==> config.mk <==
export PLATFORM = sky130hd
export DESIGN_NAME = lc3_regfile_sel
export DESIGN_NICKNAME = d
export VERILOG_FILES = /design/src/rtl/lc3_pkg.sv /design/src/rtl/lc3_reg_addr_mux.sv /design/src/rtl/lc3_regfile_sel.sv
export SDC_FILE = /design/constraint.sdc
export NUM_CORES = 1
export LEC_CHECK = 0
export CAP_MARGIN = 0
export CORE_ASPECT_RATIO = 0.5
export CORE_MARGIN = 10
export CORE_UTILIZATION = 50
export CTS_BUF_LIST = sky130_fd_sc_hd__clkbuf_4 sky130_fd_sc_hd__clkbuf_8
export CTS_CLUSTER_SIZE = 14
export DETAILED_ROUTE_END_ITERATION = 6
export GPL_ROUTABILITY_DRIVEN = 0
export PLACE_DENSITY = 0.67
export SLEW_MARGIN = 5
export SYNTH_ARGS = -nofsm -noshare
export SYNTH_HDL_FRONTEND = slang
export SYNTH_SLANG_ARGS = --single-unit
==> constraint.sdc <==
create_clock -name clk -period 3.8 [get_ports clk]
set_clock_uncertainty 0.15 [all_clocks]
set_input_delay 0.57 -clock clk [delete_from_list [all_inputs] [get_ports clk]]
set_output_delay 0.57 -clock clk [all_outputs]
set_load 0.05 [all_outputs]
==> src/rtl/lc3_pkg.sv <==
// Shared LC-3 register-file definitions: select-code encodings, CC reset value, default width.
// Pure constants; no logic, no latency.
package lc3_pkg;

    localparam int LC3_DATA_W = 16;

    // SR1 address select codes
    localparam logic [1:0] SR1_IR11_9 = 2'b00;
    localparam logic [1:0] SR1_IR8_6  = 2'b01;
    localparam logic [1:0] SR1_SP     = 2'b10;

    // DR address select codes
    localparam logic [1:0] DR_IR11_9  = 2'b00;
    localparam logic [1:0] DR_LINK    = 2'b01;
    localparam logic [1:0] DR_SP      = 2'b10;

    // Shared by both selects; resolves to register 0 and raises the error flag
    localparam logic [1:0] SEL_RESERVED = 2'b11;

    localparam logic [2:0] CC_Z = 3'b010;

endpackage

==> src/rtl/lc3_reg_addr_mux.sv <==
// 4-way register-index select with a reserved-code flag; code 11 resolves to index 0.
// Purely combinational (zero latency); no flow control.
module lc3_reg_addr_mux
    import lc3_pkg::*;
#(
    parameter int ADDR_W = 3
) (
    input  logic [1:0]        sel,
    input  logic [ADDR_W-1:0] idx0,
    input  logic [ADDR_W-1:0] idx1,
    input  logic [ADDR_W-1:0] idx2,
    output logic [ADDR_W-1:0] idx,
    output logic              reserved
);

    always_comb begin
        idx      = '0;
        reserved = 1'b0;
        case (sel)
            2'b00:        idx = idx0;
            2'b01:        idx = idx1;
            2'b10:        idx = idx2;
            SEL_RESERVED: reserved = 1'b1;
            default:      idx = '0;
        endcase
    end

endmodule

==> src/rtl/lc3_regfile_sel.sv <==
// LC-3 register file with IR/fixed-register address select, write-to-read forwarding and NZP codes.
// Reads and CC updates land one cycle after rd_en/ld_cc; no backpressure, control FSM sequences it.
module lc3_regfile_sel
    import lc3_pkg::*;
#(
    parameter int DATA_W   = LC3_DATA_W,
    parameter int NREG     = 8,
    parameter int ADDR_W   = $clog2(NREG),
    parameter int SP_REG   = 6,
    parameter int LINK_REG = 7
) (
    input  logic              clk,
    input  logic              rst,
    input  logic [ADDR_W-1:0] ir_11_9,
    input  logic [ADDR_W-1:0] ir_8_6,
    input  logic [ADDR_W-1:0] ir_2_0,
    input  logic [1:0]        sr1_sel,
    input  logic [1:0]        dr_sel,
    input  logic              rd_en,
    input  logic              ld_reg,
    input  logic              ld_cc,
    input  logic [DATA_W-1:0] bus_in,
    output logic [DATA_W-1:0] sr1_out,
    output logic [DATA_W-1:0] sr2_out,
    output logic [2:0]        nzp,
    output logic              sel_err
);

    localparam logic [ADDR_W-1:0] SP_IDX   = ADDR_W'(SP_REG);
    localparam logic [ADDR_W-1:0] LINK_IDX = ADDR_W'(LINK_REG);

    logic [DATA_W-1:0] regs [NREG];
    logic [ADDR_W-1:0] sr1_idx;
    logic [ADDR_W-1:0] dr_idx;
    logic              sr1_rsv;
    logic              dr_rsv;
    logic [DATA_W-1:0] sr1_rd;
    logic [DATA_W-1:0] sr2_rd;
    logic [2:0]        cc_next;

    lc3_reg_addr_mux #(.ADDR_W(ADDR_W)) u_sr1_mux (
        .sel      (sr1_sel),
        .idx0     (ir_11_9),
        .idx1     (ir_8_6),
        .idx2     (SP_IDX),
        .idx      (sr1_idx),
        .reserved (sr1_rsv)
    );

    lc3_reg_addr_mux #(.ADDR_W(ADDR_W)) u_dr_mux (
        .sel      (dr_sel),
        .idx0     (ir_11_9),
        .idx1     (LINK_IDX),
        .idx2     (SP_IDX),
        .idx      (dr_idx),
        .reserved (dr_rsv)
    );

    // A same-cycle write to an operand's register wins over the stored value.
    always_comb begin
        sr1_rd = regs[sr1_idx];
        sr2_rd = regs[ir_2_0];
        if (ld_reg && (sr1_idx == dr_idx)) sr1_rd = bus_in;
        if (ld_reg && (ir_2_0 == dr_idx))  sr2_rd = bus_in;
    end

    always_comb begin
        cc_next    = 3'b000;
        cc_next[2] = bus_in[DATA_W-1];
        cc_next[1] = (bus_in == '0);
        cc_next[0] = !bus_in[DATA_W-1] && (bus_in != '0);
    end

    always_ff @(posedge clk) begin
        if (rst) begin
            for (int i = 0; i < NREG; i++) regs[i] <= '0;
            sr1_out <= '0;
            sr2_out <= '0;
            nzp     <= CC_Z;
            sel_err <= 1'b0;
        end else begin
            if (ld_reg) regs[dr_idx] <= bus_in;
            if (rd_en) begin
                sr1_out <= sr1_rd;
                sr2_out <= sr2_rd;
            end
            if (ld_cc) nzp <= cc_next;
            sel_err <= (rd_en && sr1_rsv) || (ld_reg && dr_rsv);
        end
    end

endmodule
==> results of run 1 <==
## tightest hold or removal path, cell delays in order, from the launching register on
cell and delay (ns):
dfxtp_1 0.35, nand2_1 0.05, o221ai_1 0.06
## cell type report
type | instances | area [um^2]
fillers | 1464 | 7164
flip-flops and latches | 164 | 4564
multi-input cells | 536 | 4096
repair buffers | 113 | 1011
well taps | 234 | 292.8
clock buffers | 18 | 241.5
clock inverters | 14 | 116.4
inverters | 22 | 82.58
## routing by layer
| layer | part of all wire (%) | GRT usage (%) | up-vias | wire, um |
|---|---|---|---|---|
| met5 | 0 | 0 | - | 0 |
| met4 | 0.77 | 4.602 | 0 | 227 |
| met3 | 17 | 8.664 | 23 | 5030 |
| met2 | 39 | 32.56 | 595 | 11610 |
| met1 | 43 | 36.45 | 3755 | 12770 |
| li1 | - | - | 3316 | - |
## path summary, 6_finish.rpt
check              start           to  slack [ns]  depth (start not counted)
max            dr_sel[0]   regs[5][8]        0.36                          8
min          sr1_out[12]  sr1_out[12]        0.34                          2
max reg2reg  regs[6][14]  sr2_out[14]        2.08                          3
min reg2reg  sr1_out[12]  sr1_out[12]        0.34                          2
## flip-flops by register name, summed over array words and instances (netlist names)
signal / cells
nzp: 3
regs: 128
sr1_out: 16
sel_err: 1
sr2_out: 16
## power groups by stage
stage | sequential, mW | combinational [mW] | clock, mW
floorplan | 2.29 | 0.455 | 0
global placement | 2.20 | 0.887 | 0
detailed placement | 2.20 | 0.900 | 0
CTS | 2.16 | 0.901 | 1.22
global route | 2.18 | 0.969 | 1.30
finish | 2.17 | 0.918 | 1.21
## cell usage in the layout (no fill, tap or decap), types with 15 or more instances in the layout
cell	count
a21oi_1	37
and2_1	32
buf_4	44
clkbuf_8	17
clkdlybuf4s50_1	67
dfxtp_1	36
edfxtp_1	128
inv_1	21
mux2i_1	33
mux4_2	32
nand2_1	38
nand3_1	36
nand3b_1	19
nand4_1	17
nor3_1	65
nor4_1	53
o2111a_1	15
o21ai_0	35
o21bai_1	17
o221a_2	16
o221ai_1	16
## logic make-up after synthesis
group,Yosys count,share of synthesized area (%)
buffers and inverters,105,4.855
muxes,68,11.94
adders and majority gates,2,0.2758
DFF,164,50.32
AOI/OAI and AO/OA,172,14.17
xor gates and xnor gates,1,0.09657
and+or+nand+nor,293,18.34
## stage by stage
stage,utilization [%],power (mW),setup slack [ns],cell area [um^2]
3_5_place_dp,57.19,3.100,-0.05556,10050
2_1_floorplan,-,2.744,0.3690,9071
4_1_cts,59.22,4.283,0.3966,10410
3_3_place_gp,57.19,3.086,0.04156,10050
6_report,59.22,4.305,0.3597,10410
5_1_grt,59.22,4.448,0.1410,10410
==> impl_summary.log, run 1 <==
INFO  metric setup-violations-final = 0
INFO  metric cell_with_the_most_instances_after_synthesis = edfxtp_1
INFO  metric maxCapViolCount = 0
INFO  metric cp_class = input port to flop
INFO  metric timing.critical_path.slowest_stage_cell = nor2_2
INFO  metric tritoncts = yes
INFO  metric syn_area = 9071 um^2
INFO  metric clkLatencyLatePin = around 0.45 ns
INFO  metric ys_async_sr_fraction = 0%
INFO  metric cp_data_arrival_time = 3.42 ns
INFO  metric grt_antenna_before_repair = 0
INFO  metric setup_tns = 0 ns
INFO  metric grt_residual_overflow = 0
INFO  metric portbufs = 69
INFO  metric ys.flop_type = edfxtp_1
INFO  metric yosys_warnings = 0
INFO  metric critical_path.endpoint_type = flop
INFO  metric cp.required = about 3.8 ns
INFO  metric cts_resized = 0
INFO  metric path_max_fanout = 21
INFO  metric first_pass_drt_iterations = 6
INFO  metric detailed_place_hpwl = 21370 um
INFO  metric hp-class = flop to flop
INFO  metric global_route.usage.total = 24.28%
INFO  metric drt-total-wl = 29640 um
INFO  metric grt_max_degree = 52
INFO  metric status = completed
INFO  metric numCtsBuffers = 17
INFO  metric syn2layout_area_growth = 14.70%
INFO  metric vdd.ir_drop.worst = 0.2196 mV
INFO  metric grt_pass1_vias = between 7000 and 8000
INFO  metric route.vias.total = 7689
INFO  metric htree_levels = 4
INFO  metric synth_sequential_area_ratio = 50.32%
INFO  metric switching_power = 1.429 mW
INFO  metric syn-instance-count = 805
INFO  metric antenna_violating_nets_post_route = 0
INFO  metric post_layout_nonfiller_instances = around 1100
INFO  metric dieArea = 24260 um^2
INFO  metric finish.net_count = between 800 and 900
INFO  metric timing.fmax = 290.7 MHz
INFO  metric finalCritPeriodShare = 90.53%
INFO  metric final_period_minus_worst_setup_slack = 3.440 ns
INFO  metric power.share.combinational = a little over a fifth
INFO  metric route.detailed.vias_per_inst = 6.984
INFO  metric synth_nets = 841
INFO  metric post_cts_buffers = 0
INFO  metric finalHoldWorstSlack = 0.3352 ns
INFO  metric floorplan.die.width = 210.5 um
INFO  metric drt-initial-drc-count = 1305
INFO  metric drive_gt1_share = about 17%
INFO  metric rows = 34
INFO  metric floorplan.initialDensity = about 52%
INFO  metric pwr_density_cell = 413.7 nW/um^2
INFO  metric cp_buf_inv_count = 3
INFO  metric worstSetupStartpointType = input port
INFO  metric clk_pin_slew_worst_paths = 0.10 ns
INFO  metric diodes = 0
INFO  metric power.sequential.fraction = between 50 and 60%
INFO  metric p_int = 2.876 mW
INFO  metric report.final.hold_viol_count = 0
INFO  metric cts.hold.buffers_added = 0
INFO  metric netlist-cell-type-count = 59
INFO  metric max_slew.worst_pin.slew = 1.264 ns
INFO  metric die-height = about 120 um
INFO  metric io-pin-count = 70
INFO  metric synth_enable_flop_cells = 128
INFO  metric power.share.clock = 28.2%
INFO  metric synth.area.top_cells = edfxtp_1 42%, dfxtp_1 7.9%, mux4_2 7.9%
INFO  metric grt_setup_unrepaired = false
INFO  metric floorplan.core_area = 17570 um^2
INFO  metric routed_length_per_placed_instance = 26.92 um
INFO  metric max-slew-margin-rel = between 10% and 20%
INFO  metric cp_top_family = simple AND/OR/NAND/NOR gates
INFO  metric average_footprint_of_a_synthesized_cell = 11.27 um^2
INFO  metric yosys_register_bits = 164
INFO  metric netlist.top_cell.by_area = edfxtp_1
INFO  metric power.static_leakage = approximately 3.5 nW
INFO  metric cp_slowest_stage_delay = 0.80 ns
INFO  metric grt_first_pass_wirelength = 44770 um
INFO  metric power_switching_share = 33.19%
INFO  metric clock-root-buffer = clkbuf_8
INFO  metric slew_violations = 0
INFO  metric cts_max_path_buffers = 2
INFO  metric synthDominantCellAreaShare = 42.37%
INFO  metric post_route_drc_violation_count = 0
INFO  metric path_cells = clkdlybuf4s50_1, inv_1, ha_1, a21oi_2, nor2_2, nand2_1, o21ai_1, buf_4
INFO  metric cts_sinks = 164
INFO  metric dp.cells = 1069
INFO  metric ys_top_cells_by_count = 128 x edfxtp_1, 65 x nor3_1, 58 x clkbuf_1
Power figures use the tool's default switching activity.
==> inputs of run 2 (changes only) <==
Settings changed: CTS_CLUSTER_DIAMETER set to 100, REMOVE_ABC_BUFFERS set to 1.
==> run 2 against run 1 <==
Effect of this change: via count rose by 5.0%; first-iteration DRC count up 14%; sequential cell count unchanged; utilization rose by 0.37 points; sequential power about the same; clock-buffer cell count fell by 1; critical endpoint is now sr1_out[14]; largest cell class unchanged; worst hold slack worse by 0.010 ns; setup slack gained 0.31 ns; global-route usage is 3.2 points higher; final cell count increased by 0.18%.
==> impl_summary.log, run 2 (synthesis gave the netlist of run 1 again) <==
INFO  metric mostFrequentLayoutCell = edfxtp_1 (unchanged)
INFO  metric cp_class = input port to flop (unchanged)
INFO  metric grt_setup_unrepaired = false (unchanged)
INFO  metric detailed_place_hpwl = 21740 um (was 21370 um)
INFO  metric rows = 34 (unchanged)
INFO  metric worstSetupStartpointType = input port (unchanged)
INFO  metric finalCritPeriodShare = 82.47% (was 90.53%)
INFO  metric cts.hold.buffers_added = 0 (unchanged)
INFO  metric grt_residual_overflow = 0 (unchanged)
INFO  metric hp-class = flop to flop (unchanged)
INFO  metric setup-violations-final = 0 (unchanged)
INFO  metric finish.net_count = 892 (was 890)
INFO  metric max-slew-margin-rel = 26.29% (was 15.40%)
INFO  metric floorplan.die.width = 210.5 um (unchanged)
INFO  metric clk_pin_slew_worst_paths = 0.10 ns (about the same)
INFO  metric global_route.usage.total = 27.46% (was 24.28%)
INFO  metric max_flop_register = regs (unchanged)
INFO  metric drt-initial-drc-count = 1485 (was 1305)
INFO  metric maxCapViolCount = 0 (unchanged)
INFO  metric timing.fmax = 319.1 MHz (was 290.7 MHz)
INFO  metric report.final.hold_viol_count = 0 (unchanged)
INFO  metric drive_gt1_share = 17.95% (was 17.30%)
INFO  metric post_cts_buffers = 0 (unchanged)
INFO  metric crit-reg2reg-launch = regs[5][15] (was regs[6][14])
INFO  metric power.static_leakage = 3.487 nW (was 3.479 nW)
INFO  metric io-pin-count = 70 (unchanged)
INFO  metric syn2layout_area_growth = 15.42% (was 14.70%)
INFO  metric power.share.combinational = 22.3% (was 21.3%)
INFO  metric cts_sinks = 164 (unchanged)
INFO  metric grt_antenna_before_repair = 2 (was 0)
INFO  metric whs_path_depth = 2 (unchanged)
INFO  metric cts_resized = 0 (unchanged)
INFO  metric power_switching_share = 34.00% (was 33.19%)
INFO  metric drt-total-wl = 33760 um (was 29640 um)
INFO  metric largest_reg_flops = 128 (unchanged)
INFO  metric slew_violations = 0 (unchanged)
INFO  metric final_cell_mix = 128 x edfxtp_1, 65 x nor3_1, 65 x clkdlybuf4s50_1, 53 x nor4_1, 44 x buf_4 (was 128 x edfxtp_1, 67 x clkdlybuf4s50_1, 65 x nor3_1, 53 x nor4_1, 44 x buf_4)
INFO  metric first_pass_drt_iterations = 6 (unchanged)
INFO  metric clock-root-buffer = clkbuf_8 (unchanged)
INFO  metric pwr_density_cell = 414.7 nW/um^2 (was 413.7 nW/um^2)
INFO  metric biggestRegsByFlops = regs x128, sr1_out x16, sr2_out x16 (unchanged)
INFO  metric dieArea = 24260 um^2 (unchanged)
INFO  metric clkLatencyLatePin = 0.47 ns (was 0.45 ns)
INFO  metric tritoncts = yes (unchanged)
INFO  metric max_slew.worst_pin.slew = 1.106 ns (was 1.264 ns)
INFO  metric critical_path.endpoint_type = flop (unchanged)
INFO  metric routed_length_per_placed_instance = 30.60 um (was 26.92 um)
INFO  metric dp.cells = 1071 (was 1069)
INFO  metric power.total = 4.342 mW (was 4.305 mW)
INFO  metric route.vias.total = 8070 (was 7689)
INFO  metric final_period_minus_worst_setup_slack = 3.134 ns (was 3.440 ns)
INFO  metric rr_worst_depth = 4 (was 3)
INFO  metric floorplan.core_area = 17570 um^2 (unchanged)
INFO  metric grt_pass1_vias = 7835 (was 7143)
INFO  metric die-height = 115.2 um (unchanged)
INFO  metric path_max_fanout = 16 (was 21)
INFO  metric switching_power = 1.476 mW (was 1.429 mW)
INFO  metric status = completed (unchanged)
INFO  metric critPathLaunch = dr_sel[0] (unchanged)
INFO  metric diodes = 0 (unchanged)
INFO  metric floorplan.initialDensity = 51.63% (unchanged)
INFO  metric cp.required = 4.02 ns (was 3.78 ns)
INFO  metric htree_levels = 4 (unchanged)
INFO  metric portbufs = 69 (unchanged)
INFO  metric cp_data_arrival_time = 3.35 ns (was 3.42 ns)
INFO  metric grt_max_degree = 44 (was 52)
INFO  metric grt_first_pass_wirelength = 49810 um (was 44770 um)
INFO  metric post_route_drc_violation_count = 0 (unchanged)
INFO  metric post_layout_nonfiller_instances = 1103 (was 1101)
INFO  metric p_int = 2.866 mW (was 2.876 mW)
INFO  metric power.share.clock = 28.0% (was 28.2%)
INFO  metric numCtsBuffers = 17 (unchanged)
INFO  metric vdd.ir_drop.worst = 0.2460 mV (was 0.2196 mV)
INFO  metric finalHoldWorstSlack = 0.3249 ns (was 0.3352 ns)
INFO  metric power.sequential.fraction = 49.7% (was 50.5%)
INFO  metric timing.hold.worst.start = nzp[0] (was sr1_out[12])
INFO  metric route.detailed.vias_per_inst = 7.316 (was 6.984)
INFO  metric cts_max_path_buffers = 2 (unchanged)
INFO  metric antenna_violating_nets_post_route = 0 (unchanged)
## run 2: changes by cell type in the layout (fill, tap and decap cells not counted), sizes merged
| cell | change |
|---|---|
| buf | +4 |
| inv | -4 |
| clkinvlp | +3 |
| clkdlybuf4s50 | -2 |
| clkinv | +2 |
| clkbuf | -1 |
## run 2: path summary, 6_finish.rpt
| kind | slack (ns) | end |
|---|---|---|
| worst max-delay path | 0.67 | sr1_out[14] |
| worst min-delay path | 0.32 | nzp[0] |
| worst max register to register | 2.12 | sr1_out[15] |
| worst min register to register | 0.32 | nzp[0] |
## run 2: layer usage
layer  routed length [um]  GRT usage [%]  up-vias  part of all wire (%)
met5                   21              0        -                 0.062
met4                 1228          12.70        4                   3.6
met3                 5094          9.669       91                    15
met2                14280          39.30      748                    42
met1                13130          36.73     3908                    39
li1                     -              -     3319                     -
## run 2: stage by stage
stage | util, % | setup TNS (ns) | setup slack [ns] | instance area [um^2]
5_1_grt | 59.59 | 0 | 0.5548 | 10470
3_3_place_gp | 57.54 | 0 | 0.4095 | 10110
4_1_cts | 59.59 | 0 | 0.8122 | 10470
3_5_place_dp | 57.54 | 0 | 0.3199 | 10110
2_1_floorplan | - | -91.03 | -1.198 | 8713
6_report | 59.59 | 0 | 0.6663 | 10470
## run 2: layout make-up
cell class	count	area [um^2]
Inverter	22	82.58
Clock inverter	15	126.4
Sequential cell	164	4564
Clock buffer	17	234.0
Timing Repair Buffer	115	1041
Fill cell	1455	7099
Tap cell	234	292.8
Multi-Input combinational cell	536	4129
## run 2: critical path: stages
cell and delay, ns:
clkdlybuf4s50_1 0.53, inv_1 0.06, ha_1 0.32, a21oi_2 0.36
or4_1 0.19, and4_4 0.23, nand4_2 0.62, o221ai_1 0.47
## run 2: power by group through the flow
stage | registers, mW | logic [mW] | clock network (mW)
final | 2.16 | 0.968 | 1.21
after CTS | 2.15 | 0.943 | 1.21
after floorplan | 2.29 | 0.393 | 0
after detailed placement | 2.19 | 0.939 | 0
after global placement | 2.19 | 0.928 | 0
after global routing | 2.17 | 1.01 | 1.28
==> inputs of run 3 (changes only) <==
Clock period 3.8 ns to 3.2 ns, I/O delays scaled along.
==> run 3 against run 2 <==
Effect of this change: sequential power is 19% higher; die area stayed put; critical path type unchanged; utilization is 1.2 points higher; first-iteration DRC count is 21% lower; setup slack worse by 0.16 ns.
==> impl_summary.log, run 3 (synthesis gave the netlist of run 1 again) <==
INFO  metric cp_data_arrival_time = 2.92 ns (was 3.35 ns)
INFO  metric global_route.usage.total = 26.97% (was 27.46%)
INFO  metric drt-total-wl = 32720 um (was 33760 um)
INFO  metric cts_resized = 0 (unchanged)
INFO  metric mostFrequentLayoutCell = edfxtp_1 (unchanged)
INFO  metric finish.net_count = 912 (was 892)
INFO  metric maxCapViolCount = 0 (unchanged)
INFO  metric grt_antenna_before_repair = 0 (was 2)
INFO  metric vdd.ir_drop.worst = 0.2808 mV (was 0.2460 mV)
INFO  metric finalCritPeriodShare = 84.15%
INFO  metric post_cts_buffers = 0 (unchanged)
INFO  metric cp_class = input port to flop (unchanged)
INFO  metric grt_setup_unrepaired = false (unchanged)
INFO  metric max_flop_register = regs (unchanged)
INFO  metric grt_residual_overflow = 0 (unchanged)
INFO  metric floorplan.initialDensity = 51.63% (unchanged)
INFO  metric timing.critical_path.slowest_stage_cell = a2bb2oi_2 (was nand4_2)
INFO  metric max_slew.worst_pin.slew = 1.417 ns (was 1.106 ns)
INFO  metric final_core_util = 60.80% (was 59.59%)
INFO  metric slew_violations = 0 (unchanged)
INFO  metric cp_slowest_stage_delay = 1.04 ns (was 0.62 ns)
INFO  metric finalHoldWorstSlack = 0.3315 ns (was 0.3249 ns)
INFO  metric htree_levels = 4 (unchanged)
INFO  metric grt_max_degree = 35 (was 44)
INFO  metric worstSetupStartpointType = input port (unchanged)
INFO  metric cts_sinks = 164 (unchanged)
INFO  metric tritoncts = yes (unchanged)
INFO  metric postLayoutSetupSlackWorst = 0.5072 ns (was 0.6663 ns)
INFO  metric route.detailed.vias_per_inst = 7.144 (was 7.316)
INFO  metric drive_gt1_share = 20.02% (was 17.95%)
INFO  metric clkLatencyLatePin = 0.48 ns (was 0.47 ns)
INFO  metric dieArea = 24260 um^2 (unchanged)
INFO  metric report.final.hold_viol_count = 0 (unchanged)
INFO  metric rows = 34 (unchanged)
INFO  metric pwr_density_cell = 487.4 nW/um^2 (was 414.7 nW/um^2)
INFO  metric path_max_fanout = 20 (was 16)
INFO  metric diodes = 0 (unchanged)
INFO  metric portbufs = 69 (unchanged)
INFO  metric detailed_place_hpwl = 21370 um (was 21740 um)
INFO  metric largest_reg_flops = 128 (unchanged)
INFO  metric antenna_violating_nets_post_route = 0 (unchanged)
INFO  metric cp_top_family = compound AO/OA/AOI/OAI gates (was simple AND/OR/NAND/NOR gates)
INFO  metric place_worst_setup_slack = 0.1385 ns (was 0.3199 ns)
INFO  metric grt_first_pass_wirelength = 49050 um (was 49810 um)
INFO  metric cts_max_path_buffers = 2 (unchanged)
INFO  metric drt-initial-drc-count = 1167 (was 1485)
INFO  metric die-height = 115.2 um (unchanged)
INFO  metric clock-root-buffer = clkbuf_8 (unchanged)
INFO  metric numCtsBuffers = 17 (unchanged)
INFO  metric first_pass_drt_iterations = 7 (was 6)
INFO  metric path_cells = clkdlybuf4s50_1, or2_2, a2bb2oi_2, buf_4, o2111a_1, nor4_1, o221ai_1 (was clkdlybuf4s50_1, inv_1, ha_1, a21oi_2, or4_1, and4_4, nand4_2, o221ai_1)
INFO  metric grt_pass1_vias = 7963 (was 7835)
INFO  metric critical_path.endpoint_type = flop (unchanged)
INFO  metric io-pin-count = 70 (unchanged)
INFO  metric syn2layout_area_growth = 17.75% (was 15.42%)
INFO  metric cp_buf_inv_count = 2 (unchanged)
INFO  metric routed_length_per_placed_instance = 29.14 um (was 30.60 um)
INFO  metric status = completed (unchanged)
INFO  metric cp.required = 3.43 ns (was 4.02 ns)
INFO  metric final_period_minus_worst_setup_slack = 2.693 ns
INFO  metric floorplan.core_area = 17570 um^2 (unchanged)
INFO  metric max-slew-margin-rel = 5.429% (was 26.29%)
INFO  metric cts.hold.buffers_added = 0 (unchanged)
INFO  metric timing.fmax = 371.4 MHz
INFO  metric biggestRegsByFlops = regs x128, sr1_out x16, sr2_out x16 (unchanged)
INFO  metric final_cell_mix = 128 x edfxtp_1, 65 x nor3_1, 65 x clkdlybuf4s50_1, 60 x buf_4, 53 x nor4_1 (was 128 x edfxtp_1, 65 x nor3_1, 65 x clkdlybuf4s50_1, 53 x nor4_1, 44 x buf_4)
INFO  metric hp-class = flop to flop (unchanged)
INFO  metric route.vias.total = 8023 (was 8070)
INFO  metric post_route_drc_violation_count = 0 (unchanged)
INFO  metric clk_pin_slew_worst_paths = 0.10 ns (about the same)
INFO  metric setup-violations-final = 0 (unchanged)
INFO  metric power.static_leakage = 3.614 nW (was 3.487 nW)
INFO  metric floorplan.die.width = 210.5 um (unchanged)
==> run 3: final timing paths <==
check	from	end	slack (ns)	cells past startpoint
setup reg to reg	regs[5][15]	sr1_out[15]	1.55	4
hold reg to reg	sr1_out[8]	sr1_out[8]	0.33	2
hold / removal	sr1_out[8]	sr1_out[8]	0.33	2
setup / recovery	ir_11_9[1]	sr1_out[2]	0.51	7
==> run 3: per-layer routing <==
metal | track usage (%) | vias up | wire length, um
li1 | - | 3345 | -
met1 | 36.39 | 3919 | 13330
met2 | 39.60 | 672 | 13680
met3 | 8.827 | 87 | 4721
met4 | 10.50 | 0 | 996
met5 | 0 | - | 0
==> run 3: stage by stage <==
| stage | power (mW) | cell area (um^2) | setup TNS (ns) | std cells |
|---|---|---|---|---|
| after floorplan | 3.185 | 8713 | -177.67 | 722 |
| after global placement | 3.710 | 10310 | 0 | 1091 |
| after detailed placement | 3.732 | 10310 | 0 | 1091 |
| after CTS | 5.166 | 10680 | 0 | 1123 |
| after global routing | 5.356 | 10680 | 0 | 1123 |
| final | 5.206 | 10680 | 0 | 1123 |
==> run 3: layout make-up <==
cell class              instances  area (um^2)
clock buffers                  17        234.0
clock inverters                15        137.6
fillers                      1442         6888
inverters                      22        82.58
multi-input cells             536         4129
flip-flops and latches        164         4564
well taps                     234        292.8
repair buffers                135         1241
==> run 3: report_power, final <==
group | leakage, nW | switching (mW) | total (mW) | internal [mW]
Sequential | 1.52 | 0.106 | 2.56 | 2.46
Combinational | 1.91 | 0.745 | 1.16 | 0.418
Clock | 0.182 | 0.906 | 1.48 | 0.574
Total | 3.61 | 1.76 | 5.21 | 3.45
==> run 3: worst min-delay path, stage by stage, from the launching register on <==
cell	delay, ns
dfxtp_1	0.34
nand2_1	0.05
o221ai_1	0.06
==> variant: new RTL, flow settings as in run 2 <==
Make the reset (`rst`) asynchronous in one clocked block.
--- a/src/rtl/lc3_regfile_sel.sv
+++ b/src/rtl/lc3_regfile_sel.sv
@@ -73,3 +73,3 @@
 
-    always_ff @(posedge clk) begin
+    always_ff @(posedge clk or posedge rst) begin
         if (rst) begin
Behaviour: differs if rst is asserted again (counterexample within 4 cycles, from zero or initial values and one cycle with rst high); with rst held inactive, the same outputs for 4 cycles.
==> variant against run 2 <==
- hold slack better by 0.011 ns
- sequential cell count stayed put
- sequential share of layout area is 5.1 points lower
- final area is 1.8% higher
- area after synthesis is 2.6% higher
- die area is 2.3% higher
- setup slack worse by 0.0072 ns
- routed wire length is 16% lower
- largest cell class is now multi-input gates
Power is not compared: it rests on default switching activity, and its combinational part moved more than twofold at a synthesized area within 25%.
==> variant: results (changes against run 2) <==
detailed_routing:
  vias: 7484  # -7.3%
  drt_pass1_iterations: 5  # -1
  drtIter0Drc: 1081  # -27%
  wl_per_cell_um: 25.3  # -17%
worst_hold_path:
  hp-class: "primary input to asynchronous set/reset pin"
logic_synthesis:
  async_flop_share_pct: 100  # +100 points
  synth_cell_types: 56  # -5.1%
  ys_seq_area_share_pct: 44.1  # -6.2 points
  synth_common_cells: "dfrtp_1 (163), mux2_2 (138), clkbuf_1 (58)"
  synthTopCellsByArea: "dfrtp_1 (44%), mux2_2 (17%), mux4_2 (7.7%), nand3_1 (2.7%), a21oi_1 (2.6%)"
  synth-edff-count: 0  # -100%
grt:
  grt_pass1_wl_mm: 43.6  # -12%
  grt_max_degree: 69  # +57%
  antenna_found_initial: 0  # -2
  grt_pass1_vias: 7239  # -7.6%
  grt_usage_pct: 23.3  # -4.2 points
clock_network:
  post-cts-setup-buffers: 0  # unchanged
final_layout:
  drive_above_1_share_pct: 31.7  # +14 points
  final_nets: 904  # +1.3%
critical_path:
  cp_max_fo: 15  # -1
  critPathArrivalTime_ns: 3.28  # -0.07 ns
placed_design:
  hpwl_mm: 17.5  # -19%
  numPortBuffers: 69  # unchanged
run_status:
  outcome: "complete, no violations"
timing:
  worstMarginPinSlew_ns: 0.990  # -0.116 ns
==> variant: cell types whose count changed in the layout (fill, tap and decap cells not counted), sizes merged, moves of 31 or more <==
cell    change
nor3       -31
dfrtp     +163
and2       -31
dfxtp      -36
mux2i      -33
mux2      +147
edfxtp    -128
nor4       -31
==> variant: cell families after synthesis <==
| kind of cell | Yosys count | share of synthesized area, % |
|---|---|---|
| muxes | 182 | 25.9 |
| and+or+nand+nor | 204 | 12.6 |
| xor gates and xnor gates | 1 | 0.175 |
| DFF | 164 | 44.1 |
| buffers and inverters | 110 | 5.21 |
| adders and majority gates | 2 | 0.269 |
| AOI/OAI and AO/OA | 161 | 11.7 |
==> variant: final cells by class <==
cell class	instances	area (um^2)
clock inverters	13	125
flip-flops and latches	164	4110
inverters	22	87.6
well taps	240	300
repair buffers	113	1060
multi-input cells	550	4730
clock buffers	19	249
fillers	1484	7690
==> variant: path summary, 6_finish.rpt <==
path | start | to | slack [ns] | depth (start not counted)
worst max-delay path | dr_sel[0] | sr1_out[13] | 0.66 | 8
worst min-delay path | rst | regs[28] | 0.34 | 2
worst max register to register | regs[31] | sr1_out[15] | 2.03 | 5
worst min register to register | nzp[0] | nzp[0] | 0.36 | 1
max in group asynchronous | rst | nzp[1] | 2.39 | 3
min in group clk | nzp[0] | nzp[0] | 0.36 | 1
==> variant: routing by layer <==
metal / up-vias / share of wire (%) / GRT usage [%]
met1: 3790 / 43 / 32.5
met3: 65 / 11 / 6.78
li1: 3191 / - / -
met5: - / 0 / 0
met2: 438 / 43 / 34.0
met4: 0 / 2.4 / 8.03
==> variant: worst max-delay path: stages <==
cell,delay (ns)
clkdlybuf4s50_1,0.52
inv_1,0.06
ha_1,0.32
a21oi_2,0.09
or4_1,0.53
nand4_2,0.15
or3_1,0.79
o221ai_1,0.24
==> variant: through the flow <==
step / cells / total power, W / setup WS, ns / setup TNS [ns] / area [um^2]
global placement: 1089 / 0.00486 / 0.263 / 0 / 10300
global route: 1121 / 0.00650 / 0.531 / 0 / 10700
detailed placement: 1089 / 0.00493 / 0.214 / 0 / 10300
CTS: 1121 / 0.00617 / 0.701 / 0 / 10700
floorplan: 736 / 0.00417 / -1.35 / -220.45 / 8910
finish: 1121 / 0.00618 / 0.659 / 0 / 10700
==> variant: report_power, final <==
group / switching, W / total, W / internal [W]
Combinational: 0.00112 / 0.00218 / 0.00106
Sequential: 0.000425 / 0.00274 / 0.00232
Clock: 0.000712 / 0.00126 / 0.000545
